--- src/rtl/noc_local_endpoint.sv ---
// Router local-port endpoint: credit-flow TX injection and buffered RX with
// per-flit credit return toward the router.
module noc_local_endpoint #(
  parameter int CREDITS  = 4,
  parameter int TX_DEPTH = 4,
  parameter int RX_DEPTH = 4
) (
  input  logic                         clk,
  input  logic                         rst,
  input  logic [15:0]                  tx_data_i,
  input  logic                         tx_valid_i,
  output logic                         tx_ready_o,
  output logic [15:0]                  net_data_o,
  output logic                         net_enable_o,
  input  logic                         net_credit_i,
  input  logic [15:0]                  net_data_i,
  input  logic                         net_enable_i,
  output logic                         net_credit_o,
  output logic [15:0]                  rx_data_o,
  output logic                         rx_valid_o,
  input  logic                         rx_ready_i,
  output logic [$clog2(CREDITS+1)-1:0] credits_o,
  output logic [1:0]                   err_o
);

  localparam int CW  = $clog2(CREDITS + 1);
  localparam int TAW = $clog2(TX_DEPTH);
  localparam int TCW = $clog2(TX_DEPTH + 1);
  localparam int RAW = $clog2(RX_DEPTH);
  localparam int RCW = $clog2(RX_DEPTH + 1);

  function automatic logic [TAW-1:0] tx_inc(input logic [TAW-1:0] p);
    return (p == TAW'(TX_DEPTH - 1)) ? '0 : p + TAW'(1);
  endfunction

  function automatic logic [RAW-1:0] rx_inc(input logic [RAW-1:0] p);
    return (p == RAW'(RX_DEPTH - 1)) ? '0 : p + RAW'(1);
  endfunction

  // TX state
  logic [15:0]    tx_mem_q [TX_DEPTH];
  logic [TAW-1:0] tx_wp_q, tx_wp_d;
  logic [TAW-1:0] tx_rp_q, tx_rp_d;
  logic [TCW-1:0] tx_cnt_q, tx_cnt_d;
  logic [CW-1:0]  cred_q, cred_d;
  logic [15:0]    net_data_q;
  logic           net_en_q;
  logic           tx_push;
  logic           tx_send;
  logic           crd_err;

  // RX state
  logic [15:0]    rx_mem_q [RX_DEPTH];
  logic [RAW-1:0] rx_wp_q, rx_wp_d;
  logic [RAW-1:0] rx_rp_q, rx_rp_d;
  logic [RCW-1:0] rx_cnt_q, rx_cnt_d;
  logic           net_cr_q;
  logic [1:0]     err_q, err_d;
  logic           rx_full;
  logic           rx_pop;
  logic           rx_wr;
  logic           rx_drop;

  assign tx_ready_o = rst & (tx_cnt_q != TCW'(TX_DEPTH));
  assign tx_push    = tx_valid_i & tx_ready_o;
  assign tx_send    = (tx_cnt_q != '0) & (cred_q != '0);

  always_comb begin
    tx_wp_d  = tx_push ? tx_inc(tx_wp_q) : tx_wp_q;
    tx_rp_d  = tx_send ? tx_inc(tx_rp_q) : tx_rp_q;
    tx_cnt_d = tx_cnt_q + TCW'(tx_push) - TCW'(tx_send);
  end

  // A credit landing with a send cancels out; a surplus one is an error.
  always_comb begin
    cred_d  = cred_q;
    crd_err = 1'b0;
    unique case (1'b1)
      net_credit_i & ~tx_send: begin
        if (cred_q == CW'(CREDITS)) crd_err = 1'b1;
        else                        cred_d  = cred_q + CW'(1);
      end
      tx_send & ~net_credit_i: cred_d = cred_q - CW'(1);
      default: ;
    endcase
  end

  always_ff @(posedge clk) begin
    if (tx_push) tx_mem_q[tx_wp_q] <= tx_data_i;
  end

  always_ff @(posedge clk or negedge rst) begin
    if (!rst) begin
      tx_wp_q    <= '0;
      tx_rp_q    <= '0;
      tx_cnt_q   <= '0;
      cred_q     <= CW'(CREDITS);
      net_en_q   <= 1'b0;
      net_data_q <= '0;
    end else begin
      tx_wp_q  <= tx_wp_d;
      tx_rp_q  <= tx_rp_d;
      tx_cnt_q <= tx_cnt_d;
      cred_q   <= cred_d;
      net_en_q <= tx_send;
      if (tx_send) net_data_q <= tx_mem_q[tx_rp_q];
    end
  end

  assign net_enable_o = net_en_q;
  assign net_data_o   = net_data_q;
  assign credits_o    = cred_q;

  assign rx_valid_o = (rx_cnt_q != '0);
  assign rx_data_o  = rx_valid_o ? rx_mem_q[rx_rp_q] : '0;
  assign rx_full    = (rx_cnt_q == RCW'(RX_DEPTH));
  assign rx_pop     = rx_valid_o & rx_ready_i;
  // A pop in the same cycle frees the slot a full-FIFO write needs.
  assign rx_wr      = net_enable_i & (~rx_full | rx_pop);
  assign rx_drop    = net_enable_i & rx_full & ~rx_pop;

  always_comb begin
    rx_wp_d  = rx_wr  ? rx_inc(rx_wp_q) : rx_wp_q;
    rx_rp_d  = rx_pop ? rx_inc(rx_rp_q) : rx_rp_q;
    rx_cnt_d = rx_cnt_q + RCW'(rx_wr) - RCW'(rx_pop);
    err_d    = err_q | {crd_err, rx_drop};
  end

  always_ff @(posedge clk) begin
    if (rx_wr) rx_mem_q[rx_wp_q] <= net_data_i;
  end

  always_ff @(posedge clk or negedge rst) begin
    if (!rst) begin
      rx_wp_q  <= '0;
      rx_rp_q  <= '0;
      rx_cnt_q <= '0;
      net_cr_q <= 1'b0;
      err_q    <= '0;
    end else begin
      rx_wp_q  <= rx_wp_d;
      rx_rp_q  <= rx_rp_d;
      rx_cnt_q <= rx_cnt_d;
      net_cr_q <= rx_pop;
      err_q    <= err_d;
    end
  end

  assign net_credit_o = net_cr_q;
  assign err_o        = err_q;

endmodule

--- config.mk ---
export PLATFORM = sky130hd
export DESIGN_NAME = noc_local_endpoint
export DESIGN_NICKNAME = d
export VERILOG_FILES = /design/src/rtl/noc_local_endpoint.sv
export SDC_FILE = /design/constraint.sdc
export NUM_CORES = 1
export LEC_CHECK = 0
export ABC_CLOCK_PERIOD_IN_PS = 2160
export CORE_MARGIN = 2
export CORE_UTILIZATION = 40
export CTS_CLUSTER_DIAMETER = 30
export DETAILED_ROUTE_END_ITERATION = 16
export REMOVE_ABC_BUFFERS = 1
export SLEW_MARGIN = 10
export SYNTH_ARGS = -nofsm -noshare
export SYNTH_HDL_FRONTEND = slang
export SYNTH_SLANG_ARGS = --single-unit
--- constraint.sdc ---
create_clock -name clk -period 2.16 [get_ports clk]
set_input_delay 0.324 -clock clk [delete_from_list [all_inputs] [get_ports clk]]
set_output_delay 0.324 -clock clk [all_outputs]
set_load 0.1 [all_outputs]
==> impl_metrics.tcl, run 1 <==
set metrics [dict create \
    critical_path.max_stage_delay_ns 0.53 \
    numPortBuffers 78 \
    hold_viol 0 \
    layout_commonest_cell "edfxtp_1" \
    ys_seq_elements 165 \
    met1_length_um 5010 \
    drv_slew 0 \
    path_buf_inv 2 \
    synth_top_cell_by_area "edfxtp_1" \
    wl_met3_um 602 \
    violations "setup timing" \
    setup-tns-final_ns -0.0924 \
    synth_top_cell_area_share_pct 58.4 \
    synth_edf_count 128 \
    synth.area.top_cells "edfxtp_1 58%, dfrtp_1 14%, mux4_2 11%" \
    ys.flop_type "edfxtp_1" \
    synthCells 333 \
    placed_area_um2 7940 \
    insertion_delay_ns 0.43 \
    cp_max_fo 8 \
    yosys_warnings 0 \
    synth-compound-area-share_pct 1.60 \
    finClkSkew_ns 0.0140 \
    startpoint_type "flop" \
    crit_required_ns 1.84 \
    seq_area_frac_synth_pct 72.4 \
    core_um2 16000 \
    clock-sinks 165 \
    synth_mux_area_share_pct 15.0 \
    final_cell_mix "128 x edfxtp_1, 50 x buf_4, 36 x clkdlybuf4s50_1" \
    areaGrowthSynthToFinish_pct 33.7 \
    timing.rr.start "rx_cnt_q[1]" \
    grt_max_degree 38 \
    maxCapViolCount 0 \
    gp_congestion 0.719 \
    root_buffer "clkbuf_16" \
    dieArea_um2 17500 \
    drt_iter0_markers 179 \
    netlist_area_um2 6590 \
    path_clk_slew_ns 0.07 \
    htreeDepth 4 \
    worst-path-stages 4 \
    die_w_um 132 \
    crit_arrival_ns 1.86 \
    worstMarginPinSlew_ns 0.517 \
    cts_tree "done" \
    place_worst_setup_slack_ns -0.348 \
    die_y_um 132 \
    avgSynthCellArea_um2 19.8 \
    highest_layer "met4" \
    hp-class "primary input to async pin" \
    fmax_mhz 457 \
    cts_max_path_buffers 2 \
    fin_area_um2 8800 \
    num_rows 46 \
    cts_buffers 17 \
    grt.total_usage_pct 14.4 \
    fin_crit_sh_pct 101 \
    antenna_cells 0 \
    rrSetupSlack_ns 0.07 \
    drive_gt1_share_pct 42.9 \
    r2r_end "rx_cnt_q[2]" \
    overflow 0 \
    synth-adder-area-share_pct 3.57 \
    reg2regPathDepth 11 \
    wl_met2_um 6160 \
    ant_nets 0 \
    drt-pass1-iter-count 4 \
    drc 0 \
    path_cells "buf_6, mux4_2, and2_4, buf_12" \
    yosys.area_share.xor_xnor_pct 0.798 \
    ys_async_sr_fraction_pct 22.4 \
    slew_headroom_pct 65.5 \
    synth_cell_types 36 \
    io_pins 79 \
    min_period_ns 2.19 \
    crit_path_top_delay_cell "mux4_2" \
    synth_top_family_by_area "multiplexers" \
    hpwl_um 7490 \
    grt_pass1_vias 3578 \
    worstSetupEndpointType "primary output" \
    wl_per_cell_um 17.3 \
    grt_pass1_wl_um 18900 \
    drt-total-wl_um 11900 \
    yosys.area_share.simple_pct 4.27 \
    rsz0062_at_grt "yes" \
    antenna_found_initial 0 \
    hold_buffers 0 \
    path_class "flop to primary output" \
    layout.nets 513 \
    fill_cells 1298 \
    finalWorstSetupSlack_ns -0.0289 \
    viasPerCell 4.83 \
    finalSetupViolations 8 \
    vias 3320 \
    critPathTopFamily "multiplexers" \
    start_util_pct 41.2 \
    status "complete, but fails checks" \
]
==> stage by stage <==
stage | std cells | hold WS (ns) | util [%]
floorplan | 319 | 0.0284 | -
global placement | 639 | 0.441 | 49.6
detailed placement | 639 | 0.451 | 49.6
CTS | 682 | 0.0451 | 54.5
global route | 687 | 0.0416 | 55.0
finish | 687 | 0.00419 | 55.0
==> sequential cells by signal, summed over array words and instances (netlist names) <==
signal and cells:
err_o 2, net_data_o 16, rx_mem_q 64, tx_cnt_q 3, tx_mem_q 64, rx_cnt_q 3, net_enable_o 1, rx_rp_q 2
credits_o 3, tx_rp_q 2, net_credit_o 1, rx_wp_q 2, tx_wp_q 2
==> final cells by class <==
type                       count  area [um2]  share of cell area (%)
timing repair buffer         120        1330                    15.1
sequential                   165        4770                    54.2
clock buffer                  19         443                    5.03
clock inverter                13         146                    1.66
inverter                      16        62.6                   0.711
multi-input combinational    138        1780                    20.2
tap                          216         270                    3.07
==> Yosys cell counts, types with 3 or more instances <==
library cell,instances
xnor2_1,4
inv_1,16
nand2_1,4
buf_6,4
ha_1,14
or3_1,3
a21o_1,3
and2_1,21
edfxtp_1,128
mux2_2,12
fa_1,3
and3_1,4
buf_2,3
mux4_2,32
clkbuf_1,6
dfrtp_1,36
mux2_4,9
nor2_1,6
==> logic make-up (layout without fill, tap and decap cells) <==
logic type,after synthesis,after routing
multiplexers,53,53
XOR/XNOR,6,6
adder cells (fa/ha/maj),17,17
AO/OA/AOI/OAI,15,15
flip-flops,165,165
buffers and inverters,30,168
AND/OR/NAND/NOR,47,47
==> what timing repair did <==
action	4_1_cts	5_1_grt
gates resized for setup	32	16
cloned	0	0
setup buffers	11	6
pin swaps	6	4
endpoints found under the setup margin	17	21
==> worst max-delay path by stage <==
stage,slack [ns],start,to
final,-0.03,rx_rp_q[0],rx_data_o[13]
after global placement,-0.28,rx_ready_i,rx_cnt_q[2]
after floorplan,-1.33,tx_cnt_q[1],tx_cnt_q[2]
after detailed placement,-0.35,rx_ready_i,rx_cnt_q[2]
after CTS,-0.07,rx_rp_q[0],rx_data_o[13]
after global routing,-0.1,rx_rp_q[0],rx_data_o[13]
==> layer usage <==
| layer | up-vias | track usage (%) |
|---|---|---|
| met4 | 0 | 5.38 |
| met1 | 1689 | 17.2 |
| li1 | 1540 | - |
| met5 | - | 0 |
| met3 | 12 | 4.50 |
| met2 | 79 | 24.7 |
==> worst reg2reg max path: stages, from the launching register on <==
cell and delay, ns:
dfrtp_2 0.42, buf_6 0.12, nor4b_4 0.26, nor2b_2 0.09, inv_2 0.08, ha_4 0.20, inv_4 0.05, ha_4 0.12
inv_2 0.03, fa_2 0.35, xnor2_2 0.14, xnor2_1 0.12
Power of run 1 is left out: the tool's default activity adds up to more than one toggle a clock period on the data nets, which glitch-free logic cannot reach.
==> run 2: changes to the inputs <==
Settings changed: PLACE_DENSITY from default to 0.61.
==> run 2 against run 1 <==
  * The flow still finishes with violations (setup timing)
  * Flip-flop and latch count stayed put
  * Global-route usage up 0.55 points
  * Wire length rose by 4.0%
  * Die area did not move
  * Critical endpoint is now rx_data_o[5]
==> impl_metrics.tcl, run 2 (same netlist as run 1, synthesis figures left out) <==
set metrics [dict create \
    layout_commonest_cell "edfxtp_1" \
    drt-total-wl_um 12400 \
    critPathTopFamily "multiplexers" \
    hpwl_um 7340 \
    min_period_ns 2.22 \
    cts_buffers 17 \
    drive_gt1_share_pct 44.1 \
    num_rows 46 \
    viasPerCell 4.91 \
    grt_pass1_wl_um 19900 \
    cp_max_fo 8 \
    drt-pass1-iter-count 4 \
    place_worst_setup_slack_ns -0.374 \
    htreeDepth 4 \
    cts_tree "done" \
    grt_pass1_vias 3634 \
    grt_max_degree 38 \
    clock-sinks 165 \
    core_um2 16000 \
    fmax_mhz 451 \
    dieArea_um2 17500 \
    root_buffer "clkbuf_16" \
    seqCellArea_um2 4770 \
    fin_crit_sh_pct 103 \
    numPortBuffers 78 \
    antenna_found_initial 0 \
    vias 3413 \
    finalSetupViolations 18 \
    start_util_pct 41.2 \
    cts_max_path_buffers 2 \
    path_clk_slew_ns 0.06 \
    ant_nets 0 \
    finClkSkew_ns 0.00802 \
    path_buf_inv 2 \
    hp-class "primary input to async pin" \
    areaGrowthSynthToFinish_pct 34.7 \
    grt.total_usage_pct 15.0 \
    multiInputGateArea_um2 1780 \
    path_cells "clkbuf_16, mux4_2, and2_4, buf_12" \
    wl_per_cell_um 17.8 \
    critical_path.max_stage_delay_ns 0.50 \
    die_y_um 132 \
    insertion_delay_ns 0.42 \
    maxCapViolCount 0 \
    crit_required_ns 1.84 \
    layout.nets 521 \
    die_w_um 132 \
    crit_path_top_delay_cell "mux4_2" \
    finalWorstSetupSlack_ns -0.0562 \
    antenna_cells 0 \
    gp_congestion 0.712 \
    fill_cells 1275 \
    io_pins 79 \
    drc 0 \
    crit_arrival_ns 1.89 \
    overflow 0 \
    rsz0062_at_grt "yes" \
    startpoint_type "flop" \
    hold_viol 0 \
    drv_slew 0 \
    worstMarginPinSlew_ns 0.539 \
    slew_headroom_pct 64.0 \
    violations "setup timing" \
    final_cell_mix "128 x edfxtp_1, 63 x buf_4, 36 x clkdlybuf4s50_1" \
    hold_buffers 0 \
    path_class "flop to primary output" \
    drt_iter0_markers 216 \
    status "complete, but fails checks" \
    worstSetupEndpointType "primary output" \
]
-- run 2: path summary, 6_finish.rpt --
| check | from | slack [ns] | cells past startpoint | end |
|---|---|---|---|---|
| min in group clk | err_o[0] | 0.45 | 1 | err_o[0] |
| worst min-delay path | rst | 0.04 | 2 | net_data_o[1] |
| worst min register to register | err_o[0] | 0.45 | 1 | err_o[0] |
| max in group asynchronous | rst | 1.70 | 2 | rx_rp_q[0] |
| worst max register to register | rx_cnt_q[1] | -0.04 | 12 | net_credit_o |
| worst max-delay path | rx_rp_q[0] | -0.06 | 4 | rx_data_o[5] |
-- run 2: metrics by stage --
stage	instance area (um2)	hold slack, ns	setup TNS, ns	utilization [%]	cells
after detailed placement	7950	0.445	-0.669	49.7	639
after global routing	8870	0.0752	-1.56	55.5	695
final	8870	0.0434	-0.601	55.5	695
after CTS	8810	0.0590	-1.37	55.1	692
after floorplan	6500	0.0284	-70.77	-	319
after global placement	7950	0.443	-0.417	49.7	639
-- run 2: final cells by class --
cell class	instances	area share [%]
clock buffer	22	5.34
multi-input combinational	138	20.1
timing repair buffer	128	15.6
inverter	16	0.705
sequential	165	53.8
clock inverter	10	1.38
tap	216	3.05
-- run 2: repair_timing --
item                                    in CTS  in global routing
gates cloned                                 1                  0
setup buffers                               20                  5
gates resized for setup                     29                 13
endpoints found under the setup margin      17                 22
pin swaps                                    8                  8
-- run 2: metal layers --
layer	vias to the layer above	global-route usage [%]	wire, um
met2	85	25.6	6300
met3	13	4.23	610
li1	1555	-	-
met5	-	0	0
met4	0	5.02	178
met1	1760	18.4	5300
Power of run 2 is left out for the same reason.
==> run 3: changes to the inputs <==
Settings changed: REMOVE_ABC_BUFFERS 1 to default.
==> run 3 against run 2 <==
  * The run still ends with setup timing left
  * Clock skew fell by 0.0024 ns
  * Wire length decreased by 4.0%
  * Non-clock buffer count is 23 lower
  * Maximum frequency rose by 1.3%
  * Die area stayed put
  * First-iteration DRC count is 36% lower
  * Global-route usage shrank 0.52 points
  * Largest cell class unchanged
  * Highest routed layer unchanged
==> impl_metrics.tcl, run 3 (same netlist as run 1, synthesis figures left out) <==
set metrics [dict create \
    fin_crit_sh_pct 101 \
    io_pins 79 \
    reg2regPathDepth 10 \
    final_cell_mix "128 x edfxtp_1, 41 x buf_4, 36 x clkdlybuf4s50_1" \
    finalSetupViolations 11 \
    numPortBuffers 78 \
    layout.nets 498 \
    wl_per_cell_um 17.7 \
    viasPerCell 4.97 \
    num_rows 46 \
    drt-total-wl_um 11900 \
    violations "setup timing" \
    worstSetupEndpointType "primary output" \
    drt_iter0_markers 139 \
    antenna_found_initial 0 \
    crit_start "rx_rp_q[0]" \
    slew_headroom_pct 64.8 \
    crit_path_top_delay_cell "mux4_2" \
    hold_viol 0 \
    clock-sinks 165 \
    fmax_mhz 457 \
    drt-pass1-iter-count 4 \
    vias 3338 \
    timing.rr.start "rx_cnt_q[0]" \
    die_y_um 132 \
    rsz0062_at_grt "yes" \
    startpoint_type "flop" \
    drv_slew 0 \
    insertion_delay_ns 0.41 \
    drive_gt1_share_pct 42.5 \
    grt.total_usage_pct 14.5 \
    root_buffer "clkbuf_16" \
    min_period_ns 2.19 \
    start_util_pct 41.2 \
    hp-class "primary input to async pin" \
    finalWorstSetupSlack_ns -0.0281 \
    path_cells "clkbuf_16, mux4_2, and2_4, buf_12" \
    maxCapViolCount 0 \
    dp.cells 638 \
    grt_pass1_vias 3619 \
    core_um2 16000 \
    fill_cells 1296 \
    fin_hold_ws_ns 0.0215 \
    finClkSkew_ns 0.00561 \
    hpwl_um 7460 \
    worstMarginPinSlew_ns 0.528 \
    cts_max_path_buffers 2 \
    cts_tree "done" \
    cp_max_fo 6 \
    path_clk_slew_ns 0.06 \
    syn_nets 388 \
    ant_nets 0 \
    gp_congestion 0.731 \
    critical_path.max_stage_delay_ns 0.49 \
    critPathCapture "rx_data_o[1]" \
    die_w_um 132 \
    htreeDepth 4 \
    grt_max_degree 38 \
    path_class "flop to primary output" \
    antenna_cells 0 \
    drc 0 \
    crit_required_ns 1.84 \
    grt_pass1_wl_um 19200 \
    crit_arrival_ns 1.86 \
    dieArea_um2 17500 \
    cts_buffers 17 \
    areaGrowthSynthToFinish_pct 31.5 \
    r2r_end "rx_cnt_q[2]" \
    overflow 0 \
    status "complete, but fails checks" \
    rrSetupSlack_ns 0.05 \
    final-instance-count-excl-fill 672 \
    layout_commonest_cell "edfxtp_1" \
]
## run 3: layer usage
metal	vias up	GRT usage [%]	part of all wire, %
met4	0	5.20	1.2
met1	1726	18.1	44
met2	88	23.5	49
met5	-	0	0
li1	1510	-	-
met3	14	4.84	5.4
## run 3: worst max-delay path, delay by kind of cell, from the launching register on
family,cells,cell delay (ns)
buffers and inverters,2,0.34
DFF,1,0.44
muxes,1,0.49
and+or+nand+nor,1,0.18
## run 3: through the flow
| step | setup TNS [ns] | setup WS (ns) | util [%] | instance area [um2] |
|---|---|---|---|---|
| finish | -0.182 | -0.0281 | 54.1 | 8660 |
| global route | -1.17 | -0.0849 | 54.1 | 8660 |
| CTS | -0.453 | -0.0471 | 53.8 | 8610 |
| detailed placement | -0.624 | -0.368 | 50.4 | 8060 |
| global placement | -0.435 | -0.262 | 50.4 | 8060 |
| floorplan | -0.603 | -0.291 | - | 6710 |
## run 3: what timing repair did
| action | 4_1_cts | 5_1_grt |
|---|---|---|
| gates cloned | 0 | 1 |
| endpoints found under the setup margin | 17 | 17 |
| gates resized for setup | 3 | 10 |
| pin swaps | 1 | 4 |
| hold buffers | 0 | 0 |
| buffers inserted | 1 | 0 |
## run 3: worst min-delay path by stage
stage,to,slack [ns],startpoint
detailed placement,err_o[0],0.45,err_o[0]
global placement,err_o[0],0.45,err_o[0]
floorplan,credits_o[0],0.03,rst
global route,tx_wp_q[0],0.06,rst
finish,net_data_o[6],0.02,rst
CTS,net_data_o[0],0.03,rst
## run 3: final cells by class
type | count | area [um2] | area share (%)
flip-flops and latches | 165 | 4780 | 55.2
multi-input cells | 138 | 1810 | 20.9
repair buffers | 105 | 1210 | 14.0
clock buffers | 20 | 447 | 5.16
well taps | 216 | 270 | 3.12
clock inverters | 12 | 88.8 | 1.03
inverters | 16 | 60.1 | 0.693
Power of run 3 is left out for the same reason.
